## src/rtl/sram_port_ctrl.sv

```systemverilog
// sram_port_ctrl: upstream controller for one RW port of a 16x256 data SRAM.
//   Zero-fills the array after reset, then turns a valid/ready request
//   stream into SRAM pins and returns read data in order through a small FIFO.
// Ports:
//   clk, rst_n                      clock, async active-low reset
//   req_valid/req_ready             request handshake (req_ready is combinational)
//   req_we/addr/wmask/wdata         request fields
//   resp_valid/resp_ready/rdata     in-order read response stream
//   init_done                       high once zero-fill is complete
//   sram_csb/web/wmask/addr/din     SRAM pin drive (combinational)
//   sram_dout                       SRAM read data, valid the cycle after accept
module sram_port_ctrl #(
  parameter int unsigned ADDR_WIDTH = 4,
  parameter int unsigned DATA_WIDTH = 256,
  parameter int unsigned NUM_WMASKS = 32,
  parameter int unsigned RESP_DEPTH = 2
) (
  input  logic                  clk,
  input  logic                  rst_n,
  input  logic                  req_valid,
  output logic                  req_ready,
  input  logic                  req_we,
  input  logic [ADDR_WIDTH-1:0] req_addr,
  input  logic [NUM_WMASKS-1:0] req_wmask,
  input  logic [DATA_WIDTH-1:0] req_wdata,
  output logic                  resp_valid,
  input  logic                  resp_ready,
  output logic [DATA_WIDTH-1:0] resp_rdata,
  output logic                  init_done,
  output logic                  sram_csb,
  output logic                  sram_web,
  output logic [NUM_WMASKS-1:0] sram_wmask,
  output logic [ADDR_WIDTH-1:0] sram_addr,
  output logic [DATA_WIDTH-1:0] sram_din,
  input  logic [DATA_WIDTH-1:0] sram_dout
);

  localparam int unsigned RAM_DEPTH = 1 << ADDR_WIDTH;
  localparam int unsigned CNT_W     = $clog2(RESP_DEPTH + 1);
  localparam int unsigned OCC_W     = CNT_W + 1;
  localparam int unsigned PTR_W     = (RESP_DEPTH > 1) ? $clog2(RESP_DEPTH) : 1;

  typedef enum logic {
    ST_INIT = 1'b0,
    ST_RUN  = 1'b1
  } state_e;

  state_e                state_q, state_d;
  logic [ADDR_WIDTH-1:0] init_cnt_q, init_cnt_d;
  logic                  rd_pending_q, rd_pending_d;
  logic [CNT_W-1:0]      count_q, count_d;
  logic [PTR_W-1:0]      wr_ptr_q, wr_ptr_d;
  logic [PTR_W-1:0]      rd_ptr_q, rd_ptr_d;
  logic [DATA_WIDTH-1:0] fifo_mem_q [RESP_DEPTH];
  logic [DATA_WIDTH-1:0] fifo_mem_d [RESP_DEPTH];

  logic             push;
  logic             pop;
  logic             accept;
  logic [OCC_W-1:0] occ_after_pop;

  // Pointer advance modulo RESP_DEPTH (depth need not be a power of two).
  function automatic logic [PTR_W-1:0] ptr_inc(input logic [PTR_W-1:0] p);
    if (p == PTR_W'(RESP_DEPTH - 1)) begin
      return '0;
    end
    return p + PTR_W'(1);
  endfunction

  // Handshake: ready counts the read still in flight so the FIFO can never overflow.
  always_comb begin
    pop           = (count_q != '0) && resp_ready;
    push          = rd_pending_q;
    occ_after_pop = OCC_W'(count_q) + OCC_W'(rd_pending_q) - OCC_W'(pop);
    req_ready     = (state_q == ST_RUN) && (occ_after_pop < OCC_W'(RESP_DEPTH));
    accept        = req_valid && req_ready;
    resp_valid    = (count_q != '0);
    resp_rdata    = fifo_mem_q[rd_ptr_q];
    init_done     = (state_q == ST_RUN);
  end

  // Next state: zero-fill sweep, then run.
  always_comb begin
    state_d    = state_q;
    init_cnt_d = init_cnt_q;
    case (state_q)
      ST_INIT: begin
        init_cnt_d = init_cnt_q + ADDR_WIDTH'(1);
        if (init_cnt_q == ADDR_WIDTH'(RAM_DEPTH - 1)) begin
          state_d = ST_RUN;
        end
      end
      ST_RUN: begin
        state_d = ST_RUN;
      end
      default: begin
        state_d = ST_INIT;
      end
    endcase
  end

  // SRAM pin drive; rst_n gating holds pins idle while reset is asserted.
  always_comb begin
    sram_csb   = 1'b1;
    sram_web   = 1'b1;
    sram_wmask = '0;
    sram_addr  = '0;
    sram_din   = '0;
    if (rst_n) begin
      if (state_q == ST_INIT) begin
        sram_csb   = 1'b0;
        sram_web   = 1'b0;
        sram_wmask = '1;
        sram_addr  = init_cnt_q;
      end else if (accept) begin
        sram_csb   = 1'b0;
        sram_web   = ~req_we;
        sram_wmask = req_wmask;
        sram_addr  = req_addr;
        sram_din   = req_wdata;
      end
    end
  end

  // Response FIFO: read data lands one cycle after its accept edge.
  always_comb begin
    rd_pending_d = accept && !req_we;
    count_d      = count_q + CNT_W'(push) - CNT_W'(pop);
    wr_ptr_d     = wr_ptr_q;
    rd_ptr_d     = rd_ptr_q;
    fifo_mem_d   = fifo_mem_q;
    if (push) begin
      fifo_mem_d[wr_ptr_q] = sram_dout;
      wr_ptr_d             = ptr_inc(wr_ptr_q);
    end
    if (pop) begin
      rd_ptr_d = ptr_inc(rd_ptr_q);
    end
  end

  always_ff @(posedge clk or negedge rst_n) begin
    if (!rst_n) begin
      state_q      <= ST_INIT;
      init_cnt_q   <= '0;
      rd_pending_q <= 1'b0;
      count_q      <= '0;
      wr_ptr_q     <= '0;
      rd_ptr_q     <= '0;
      fifo_mem_q   <= '{default: '0};
    end else begin
      state_q      <= state_d;
      init_cnt_q   <= init_cnt_d;
      rd_pending_q <= rd_pending_d;
      count_q      <= count_d;
      wr_ptr_q     <= wr_ptr_d;
      rd_ptr_q     <= rd_ptr_d;
      fifo_mem_q   <= fifo_mem_d;
    end
  end

endmodule

```

## config.mk

```make
export PLATFORM = sky130hd
export DESIGN_NAME = sram_port_ctrl
export DESIGN_NICKNAME = d
export VERILOG_FILES = /design/src/rtl/sram_port_ctrl.sv
export SDC_FILE = /design/constraint.sdc
export NUM_CORES = 1
export LEC_CHECK = 0
export BUFFER_PORTS_ARGS = -buffer_cell sky130_fd_sc_hd__buf_2
export CORE_AREA = 2 2 437 439
export DETAILED_ROUTE_END_ITERATION = 10
export DIE_AREA = 0 0 439 441
export GPL_TIMING_DRIVEN = 0
export SLEW_MARGIN = 25
export SYNTH_ARGS = -nofsm -noshare
export SYNTH_HDL_FRONTEND = slang
export SYNTH_SLANG_ARGS = --single-unit
```

## constraint.sdc

```tcl
create_clock -name clk -period 3.9 [get_ports clk]
set_input_delay 0.195 -clock clk [delete_from_list [all_inputs] [get_ports clk]]
set_output_delay 0.195 -clock clk [all_outputs]
set_load 0.01 [all_outputs]
```

# Word-level counts from Yosys, hierarchy flattened
# Cells that the tools add are included.
# W data, S select, Z words.
# word_totals
output_inout_bits,553
elab_cells,62
register_bits,522
input_bits,553
# op_classes
add_sub_neg,7
muxes,31
n_reduce_logical,7
n_bitwise,4
eq_ne,1
order_cmp,4
# ops
cell,count
$mux W256,7
$bwmux W512,1
$demux W256 S1,1
$mux W32,3
$mux W1,15
$mux W4,3
$logic_and A1 B1 Y1,5
$add A4 B1 Y4 const B,1
$eq A4 B4 Y1 const B,1
$ge A2 B2 Y1 const B,2
$not A1 Y2,2
$add A2 B1 Y3,1
$lt A3 B2 Y1 const B,1
$sub A3 B1 Y3,1
$add A1 B1 Y1 const B,2
$add A2 B1 Y2,1
$lt A2 B1 Y1 const B,1
$not A1 Y1,2
$pmux W1 S2,1
$reduce_bool A2 Y1,1
$sub A2 B1 Y2,1
$logic_not A1 Y1,1

# Longest topological paths before layout
# Gate-level depths: netlist of the first run.
# depth
depth_word,9
mapped_depth,12
depth_no_buf,10

# Least setup slack after synthesis of the first run
# OpenSTA, ideal clock, no wires.
# synth_timing
path_type,flip-flop to output port
from,register count_q[1]
to,output sram_din[0]
arrival_time_ps,2797
required_ps,3705
stages_incl_launch_ff,13
path_slack_ps,908
path_buffers,2
path_cell_list,dfrtp_1 > or2_2 > and2_1 > ha_1 > inv_1 > ha_1 > inv_1 > fa_1 > nand2_1 > nor3_4 > buf_6 > clkbuf_2 > and2_1
# synth_via
elab_chain_len,9
word_cells_on_any_way,10
cone_classes,add/sub (2); order compare (1); mux (3); reduce/logical (4)
# synth_lines
item,line,rtl
start: declaration,51,"logic [CNT_W-1:0] count_q, count_d;"
start signal: assignment,154,count_q <= count_d;
$reduce_bool A2 Y1,--,
via resp_valid,26,"output logic resp_valid,"
$logic_and A1 B1 Y1,72,pop = (count_q != '0) && resp_ready;
via pop,58,logic pop;
$sub A3 B1 Y3,74,occ_after_pop = OCC_W'(count_q) + OCC_W'(rd_pending_q) - OCC_W'(pop);
$lt A3 B2 Y1,75,req_ready = (state_q == ST_RUN) && (occ_after_pop < OCC_W'(RESP_DEPTH));
$logic_and A1 B1 Y1,75,
$logic_and A1 B1 Y1,76,accept = req_valid && req_ready;
$mux W256,115,end else if (accept) begin
$mux W256,110,if (state_q == ST_INIT) begin
$mux W256,109,if (rst_n) begin
end: declaration,34,"output logic [DATA_WIDTH-1:0] sram_din,"
# The timed path passes the listed nets, and every way through them passes these cells.

# Final worst setup path of the first run
# layout_timing
from,register count_q[0]
to,output sram_din[76]
# layout_via
elab_chain_len,9
word_cells_on_any_way,10
cone_classes,add/sub (2); order compare (1); mux (3); reduce/logical (4)
# layout_lines
item,line
$reduce_bool A2 Y1,72
$logic_and A1 B1 Y1,72
via pop,58
$sub A3 B1 Y3,74
$lt A3 B2 Y1,75
$logic_and A1 B1 Y1,75
$logic_and A1 B1 Y1,76
$mux W256,115
$mux W256,110
$mux W256,109
# The timed path passes the listed nets, and every way through them passes these cells.

==> impl_results.md, run 1 <==
* Hold Crit Class: input port to asynchronous set/reset pin
* Synth area leader: dfrtp_1
* CP Launch Point: count_q[0]
* Die Area at 194000 um2
* Required @ worst endpoint at around 3700 ps
* Post-DP HPWL at 153 mm
* Critical path type: register to output pin
* Clock period minus final worst setup slack at 3860 ps
* Worst EP arrival at 3660 ps
* Crit-path leading delay family: simple AND/OR/NAND/NOR gates
* Share of layout cells above drive strength 1 at 70.6%
* Die width at 439 um
* Max-slew violations at 0
* Overflow after GRT at 0
* I/O Buffers at 1105
* Synth cell types at 29
* Bufs and invs on worst path at 7
* Worst setup endpoint: sram_din[76]
* Crit. End Element: output pin
* Pleak at around 19 nW
* Final TNS setup at 0 ps
* Metal-1 WL at 60.5 mm
* Most common cell after layout, fill and taps aside: buf_2
* Chip height at 441 um
* Initial antenna violation count at 75
* Area Overhead vs Synth at 66.5%
* CP max FO at 6
* Detail Route Antenna Nets at 0
* Final worst path period share at 98.9%
* Top area cells in the synthesized netlist: dfrtp_1 (53%), mux2_2 (35%), and2_1 (6.6%), buf_2 (1.2%), buf_4 (0.86%)
* Number of CTS-inserted buffers at 66
* Layout Nets at 3769
* WP depth at 15
* Unrepaired setup endpoints after global routing: yes
* Register-to-Register Path Depth at 11
* Gr usage total at 17.6%
* Metal2 WL at 92.4 mm
* Fin Clk Skew at 62.1 ps
* Syn Inst Count at ~1700
* Vias in the first global route at 21800
* Largest net degree at the start of global routing at 92
* Skew-Pair Late Insertion Delay at 700 ps
* Max cap viols at 0
* Worst path slowest cell: fa_2
* FF+latch count, synth at about 520
* WL met3 at about 13 mm
* CP startpoint kind: register
* First-pass GRT wire length at 220 mm
* Critical-path cell list: or2_4, and2_4, ha_4, inv_4, ha_4, inv_2, fa_2, nand2_4, nor3_4, buf_6, buf_12, buf_12, clkbuf_16, and2_4, buf_6
* CTS clk-pin slew, worst paths at about 50 ps
* GP Congestion at 1.07
* Max layer used: met5
* Tot Pwr at 33.0 mW
* Worst-margin pin slew at 873 ps
* Fmax at 0.259 GHz
* Final hold vios at 0
* Initial Util at between 10% and 20%
* Initial DRC count at roughly 1300
* Per-cell routed wire length at approximately 30 um
* Vias post-DR at roughly 21000
* Reg-to-reg endpoint: push
* Pwr per Cell Area at approximately 800 nW/um2
* Biggest cell delay along the critical path at 560 ps
* Post-synthesis sequential area ratio at 53.2%
* Synthesis warning total at 0
* Io pins at ~1100
* DR vias/cell at 3.68
* Root Buffer: clkbuf_16
* FP Rows at 160
* Core ar. at about 190000 um2
* DR pass1 iterations at 5
* Drc violations at 0
* Routed WL at 178 mm
* R2R Path Start: count_q[0]
* Syn nets at 2303
* Commonest cells after routing, fill and taps aside: buf_2 (990), mux2_2 (769), dfrtp_1 (522)
* Status: complete, no violations
* Post-Route Utilization at 21.6%
* Slew margin rel. at between 40% and 50%
* Netlist Area Pre-Place at 24500 um2
* Final setup vio count at 0
* Sink Count at 522
* Post-Syn Area per Cell at 14.1 um2
* Reg-to-reg slack, setup at 1030 ps
* CTS tree: yes
* Peak supply drop at about 0.33 mV
* CTS max path bufs at 3
* Synth top area share at 53.2%
* H-tree levels at 3
[metrics by stage]
stage          cells  cell area [um2]  setup slack (ps)  hold WS, ps
2_1_floorplan   1746            24500               908         -101
3_3_place_gp    5362            33200             -8520          439
3_5_place_dp    5368            33400              -302          215
4_1_cts         5764            40200             -42.2         96.5
5_1_grt         5789            40800              -108          169
6_report        5798            40900              43.1          159
[worst min-delay path, cell delays in order]
cell           delay [ps]
dlygate4sd3_1         570
buf_8                 150
buf_16                310
[synth_stat cells]
cell type  count
nor3_4         1
ha_1           3
dfrtp_1      522
a31o_2         1
inv_1         13
a21o_1        23
clkbuf_1       6
mux2_2       769
buf_2         60
nand2_1        3
nor4b_1        1
buf_6          3
nor2b_1        2
or2_2          1
nor2_1         2
xor2_2         1
buf_1          1
nor2_2         1
buf_4         28
xor2_1         2
a21oi_1       11
o21ba_2        1
fa_1           1
nand2b_1       1
xnor2_1        3
and2_1       257
nand3_1        2
clkbuf_2      24
a22o_1         3
[power breakdown]
group          switching [mW]  internal, mW
Combinational            8.99          8.30
Sequential               1.21          8.11
Clock                    2.73          3.70
[repair_timing]
item | CTS | global route
cloned | 8 | 5
buffers inserted | 10 | 3
setup endpoints to repair | 293 | 238
endpoints found under the hold margin | 656 | 0
pin swaps | 59 | 33
gates resized for setup | 520 | 170
hold buffers | 261 | 0
[final cells by class]
| type | instances | area [um2] |
|---|---|---|
| Multi-Input combinational cell | 1089 | 11200 |
| Antenna cell | 26 | 65.1 |
| Tap cell | 2511 | 3140 |
| Inverter | 13 | 51.3 |
| Fill cell | 20400 | 148000 |
| Buffer | 122 | 1040 |
| Timing Repair Buffer | 1398 | 9980 |
| Clock inverter | 25 | 414 |
| Sequential cell | 522 | 13100 |
| Clock buffer | 92 | 1870 |
[registers in the layout, indices dropped and copies added (netlist names)]
name / count
rd_ptr_q: 1
init_done: 1
count_q: 2
init_cnt_q: 4
push: 1
wr_ptr_q: 1
fifo_mem_q: 512
[logic make-up (layout without fill, tap and decap cells)]
group	after synthesis	in the layout	synth area share, %
xor+xnor	6	6	0.245
buf+inv	135	1650	3.01
mux	769	769	35.3
compound gates	39	39	1.11
fa+ha+maj	4	4	0.235
other cells	0	26	0
simple gates	271	271	6.90
flops	522	522	53.2
[layer usage]
metal	vias to the layer above	track usage, %
li1	9054	-
met3	317	5.62
met5	-	1.41
met1	11000	17.8
met2	932	31.7
met4	30	9.33
[how the worst min path moves through the flow]
| stage | startpoint | to | slack (ps) | cells past startpoint |
|---|---|---|---|---|
| detailed placement | rst_n | fifo_mem_q[427] | 210 | 1 |
| global placement | sram_dout[218] | fifo_mem_q[218] | 440 | 2 |
| finish | rst_n | fifo_mem_q[427] | 160 | 3 |
| floorplan | rst_n | count_q[0] | -100 | 0 |
| CTS | rst_n | fifo_mem_q[427] | 100 | 3 |
| global route | rst_n | fifo_mem_q[171] | 170 | 3 |
No activity file was read; power rests on OpenSTA's default activity.
==> run 2: changes to the inputs <==
--- a/config.mk
+++ b/config.mk
@@ -5,6 +5,7 @@
 export SDC_FILE = /design/constraint.sdc
 export NUM_CORES = 1
 export LEC_CHECK = 0
+export ABC_AREA = 1
 export BUFFER_PORTS_ARGS = -buffer_cell sky130_fd_sc_hd__buf_2
 export CORE_AREA = 2 2 437 439
 export DETAILED_ROUTE_END_ITERATION = 10
==> run 2 against run 1 <==
  * The run now ends with negative setup slack left
  * Utilization rose by 0.31 points
  * Register-to-register slack got worse by 170 ps
  * Cell count rose by 29%
  * Sequential share of layout area fell by 0.45 points
  * Power fell by 5.8%
==> impl_results.md, run 2 <==
* Drc violations at 0 (unchanged)
* Initial Util at 14.1% (+1.1 points)
* Max reg flops at 512 (unchanged)
* FF+latch count, synth at 522 (unchanged)
* Post-synth EDFFs at 0 (unchanged)
* Worst-margin pin slew at 993 ps (+121 ps)
* Required @ worst endpoint at 3700 ps (about the same)
* Metal-1 WL at 49.9 mm (-17%)
* Post-Syn Area per Cell at 7.80 um2 (-45%)
* Most frequent cell after synthesis: nand2_1
* Synth Flop Type: dfrtp_1
* FP Rows at 160 (unchanged)
* Die Area at 194000 um2 (unchanged)
* Final worst path period share at 100% (+1.4 points)
* Fin Clk Skew at 26.0 ps (-36.1 ps)
* Netlist Area Pre-Place at 26600 um2 (+8.3%)
* Top post-synthesis cells by count: nand2_1 (1308), inv_1 (523), dfrtp_1 (522), o21ai_0 (489), nor2_4 (200)
* Max layer used: met5
* Status: finished, violations left
* Io pins at 1106 (unchanged)
* Most common cell after layout, fill and taps aside: nand2_1
* Synth area leader: dfrtp_1
* Number of CTS-inserted buffers at 57 (-14%)
* Tot Pwr at 31.1 mW (-5.8%)
* Critical path type: register to output pin
* Layout Nets at 5432 (+44%)
* Pwr per Cell Area at 750 nW/um2 (-7.2%)
* CTS clk-pin slew, worst paths at 60 ps (about the same)
* Hold Crit Class: input port to register
* R2R Path Start: count_q[1]
* Max-slew violations at 0 (unchanged)
* Gr usage total at 13.4% (-4.1 points)
* Per-cell routed wire length at 18.5 um (-40%)
* Synthesis warning total at 0 (unchanged)
* Commonest cells after routing, fill and taps aside: nand2_1 (1306), buf_2 (1044), dfrtp_1 (522)
* Unrepaired setup endpoints after global routing: yes
* Chip height at 441 um (unchanged)
* First-pass GRT wire length at 189 mm (-14%)
* CTS tree: yes
* Peak supply drop at 0.390 mV (+19%)
* Slew margin rel. at 33.8% (-8.1 points)
* Core ar. at 189000 um2 (unchanged)
* Reg-to-reg endpoint: push
* Root Buffer: clkbuf_16
* Largest net degree at the start of global routing at 89 (-3.3%)
* Clock period minus final worst setup slack at 3910 ps (+53.2 ps)
* Non-filler cells, final at 7452 (+29%)
* Skew-Pair Late Insertion Delay at 660 ps (-40 ps)
* Top area cells in the synthesized netlist: dfrtp_1 (49%), nand2_1 (18%), o21ai_0 (9.2%), nor2_4 (8.5%), inv_1 (7.4%)
* Pleak at 22.3 nW (+18%)
* DR pass1 iterations at 6 (+1)
* Final setup vio count at 1 (+1)
* Synth cell types at 25 (-14%)
* Syn nets at 3968 (+72%)
* Initial antenna violation count at 25 (-67%)
* CP max FO at 7 (+1)
* Post-synth ARST share at 100% (unchanged)
* Fmax at 0.256 GHz (-1.4%)
* Max cap viols at 0 (unchanged)
* Detail Route Antenna Nets at 0 (unchanged)
* WL met3 at 9.05 mm (-31%)
* Area Overhead vs Synth at 55.9%
* GP Congestion at 0.907 (-15%)
* Initial DRC count at 2149 (+68%)
* DR vias/cell at 3.81 (+3.4%)
* Failing checks: negative setup slack
* Share of layout cells above drive strength 1 at 31.4% (-39 points)
* Post-DP HPWL at 111 mm (-27%)
* Setup ws final at -10.1 ps (-53.2 ps)
* Sink Count at 522 (unchanged)
* Hold Crit Endpoint: fifo_mem_q[428]
* Synth top area share at 49.1% (-4.1 points)
* Syn Inst Count at 3411 (+95%)
* CP startpoint kind: register
* Die width at 439 um (unchanged)
* CTS max path bufs at 3 (unchanged)
* Worst Hold Path Cells at 4
* Register-to-Register Path Depth at 14 (+3)
* Post-synthesis sequential area ratio at 49.1% (-4.1 points)
* Routed WL at 138 mm (-22%)
* H-tree levels at 2 (-1)
* Metal2 WL at 70.0 mm (-24%)
* Vias post-DR at 28400 (+33%)
* Largest Register: fifo_mem_q
* Vias in the first global route at 27500 (+26%)
* Crit. End Element: output pin
* Overflow after GRT at 0 (unchanged)
* Inst Count DP at 7034 (+31%)
* Hold path startpoint: sram_dout[172]
* Reg-to-reg slack, setup at 860 ps (-170 ps)
* Post-Route Utilization at 21.9% (+0.31 points)
* Final hold vios at 0 (unchanged)
* Worst EP arrival at 3720 ps (+60 ps)
* I/O Buffers at 1105 (unchanged)
* Top Registers: fifo_mem_q x512, init_cnt_q x4, count_q x2
-- run 2: kinds of logic (layout without fill, tap and decap cells) --
group	count (synthesis)	in the layout	share of synthesized area, %
simple gates	1638	1638	29.0
buf+inv	731	2238	11.9
flops	522	522	49.1
compound gates	513	513	9.66
fa+ha+maj	4	4	0.216
xor+xnor	3	3	0.0988
other cells	0	23	0
-- run 2: timing repair --
item / CTS / global route
buffers inserted: 8 / 6
hold buffers: 275 / 0
resized for setup: 195 / 29
pin swaps: 24 / 24
hold endpoints to repair: 646 / 0
cloned: 6 / 1
setup endpoints to repair: 303 / 276
-- run 2: through the flow --
stage,hold slack [ps],TNS (ps),worst slack (ps),cell area [um2]
final,355,-10.1,-10.1,41500
after floorplan,-101,0,956,26600
after CTS,279,-8860,-180,41200
after detailed placement,261,-147490,-1030,35500
after global placement,458,-6834840,-10320,35300
after global routing,338,-3200,-126,41400
-- run 2: metal layers --
| metal | up-vias | GRT usage [%] |
|---|---|---|
| met5 | - | 0 |
| met3 | 300 | 2.74 |
| met4 | 6 | 8.20 |
| met2 | 1288 | 23.6 |
| met1 | 13700 | 14.8 |
| li1 | 13100 | - |
-- run 2: worst max-delay path by stage --
stage	start	to	cells past startpoint
4_1_cts	count_q[1]	sram_din[236]	17
6_report	count_q[1]	sram_din[235]	17
2_1_floorplan	count_q[1]	sram_din[0]	16
3_5_place_dp	rst_n	sram_din[236]	13
5_1_grt	count_q[1]	sram_din[233]	17
3_3_place_gp	rst_n	sram_wmask[6]	5
-- run 2: area by class of cell --
type / instances / area, um2
antenna: 23 / 57.6
tap: 2511 / 3140
multi-input combinational: 2158 / 10700
sequential: 522 / 13100
timing repair buffer: 1407 / 9430
inverter: 527 / 1990
clock inverter: 24 / 288
buffer: 202 / 1230
fill: 20700 / 148000
clock buffer: 78 / 1580
-- run 2: critical path: stages (launching register included) --
cell	delay, ps
dfrtp_1	380
or2_4	270
nand2_4	60
inv_2	40
ha_4	210
inv_4	50
ha_4	110
inv_2	30
fa_1	530
nand2_1	80
inv_2	90
nand4_4	170
nor2_8	220
inv_12	90
buf_12	160
buf_16	140
nor2_4	250
buf_6	150
-- run 2: power breakdown --
part | leakage (nW) | switching [mW] | internal [mW]
logic | 15.3 | 10.4 | 5.64
clock network | 0.913 | 2.38 | 3.11
registers | 6.10 | 1.41 | 8.18
total | 22.3 | 14.2 | 16.9
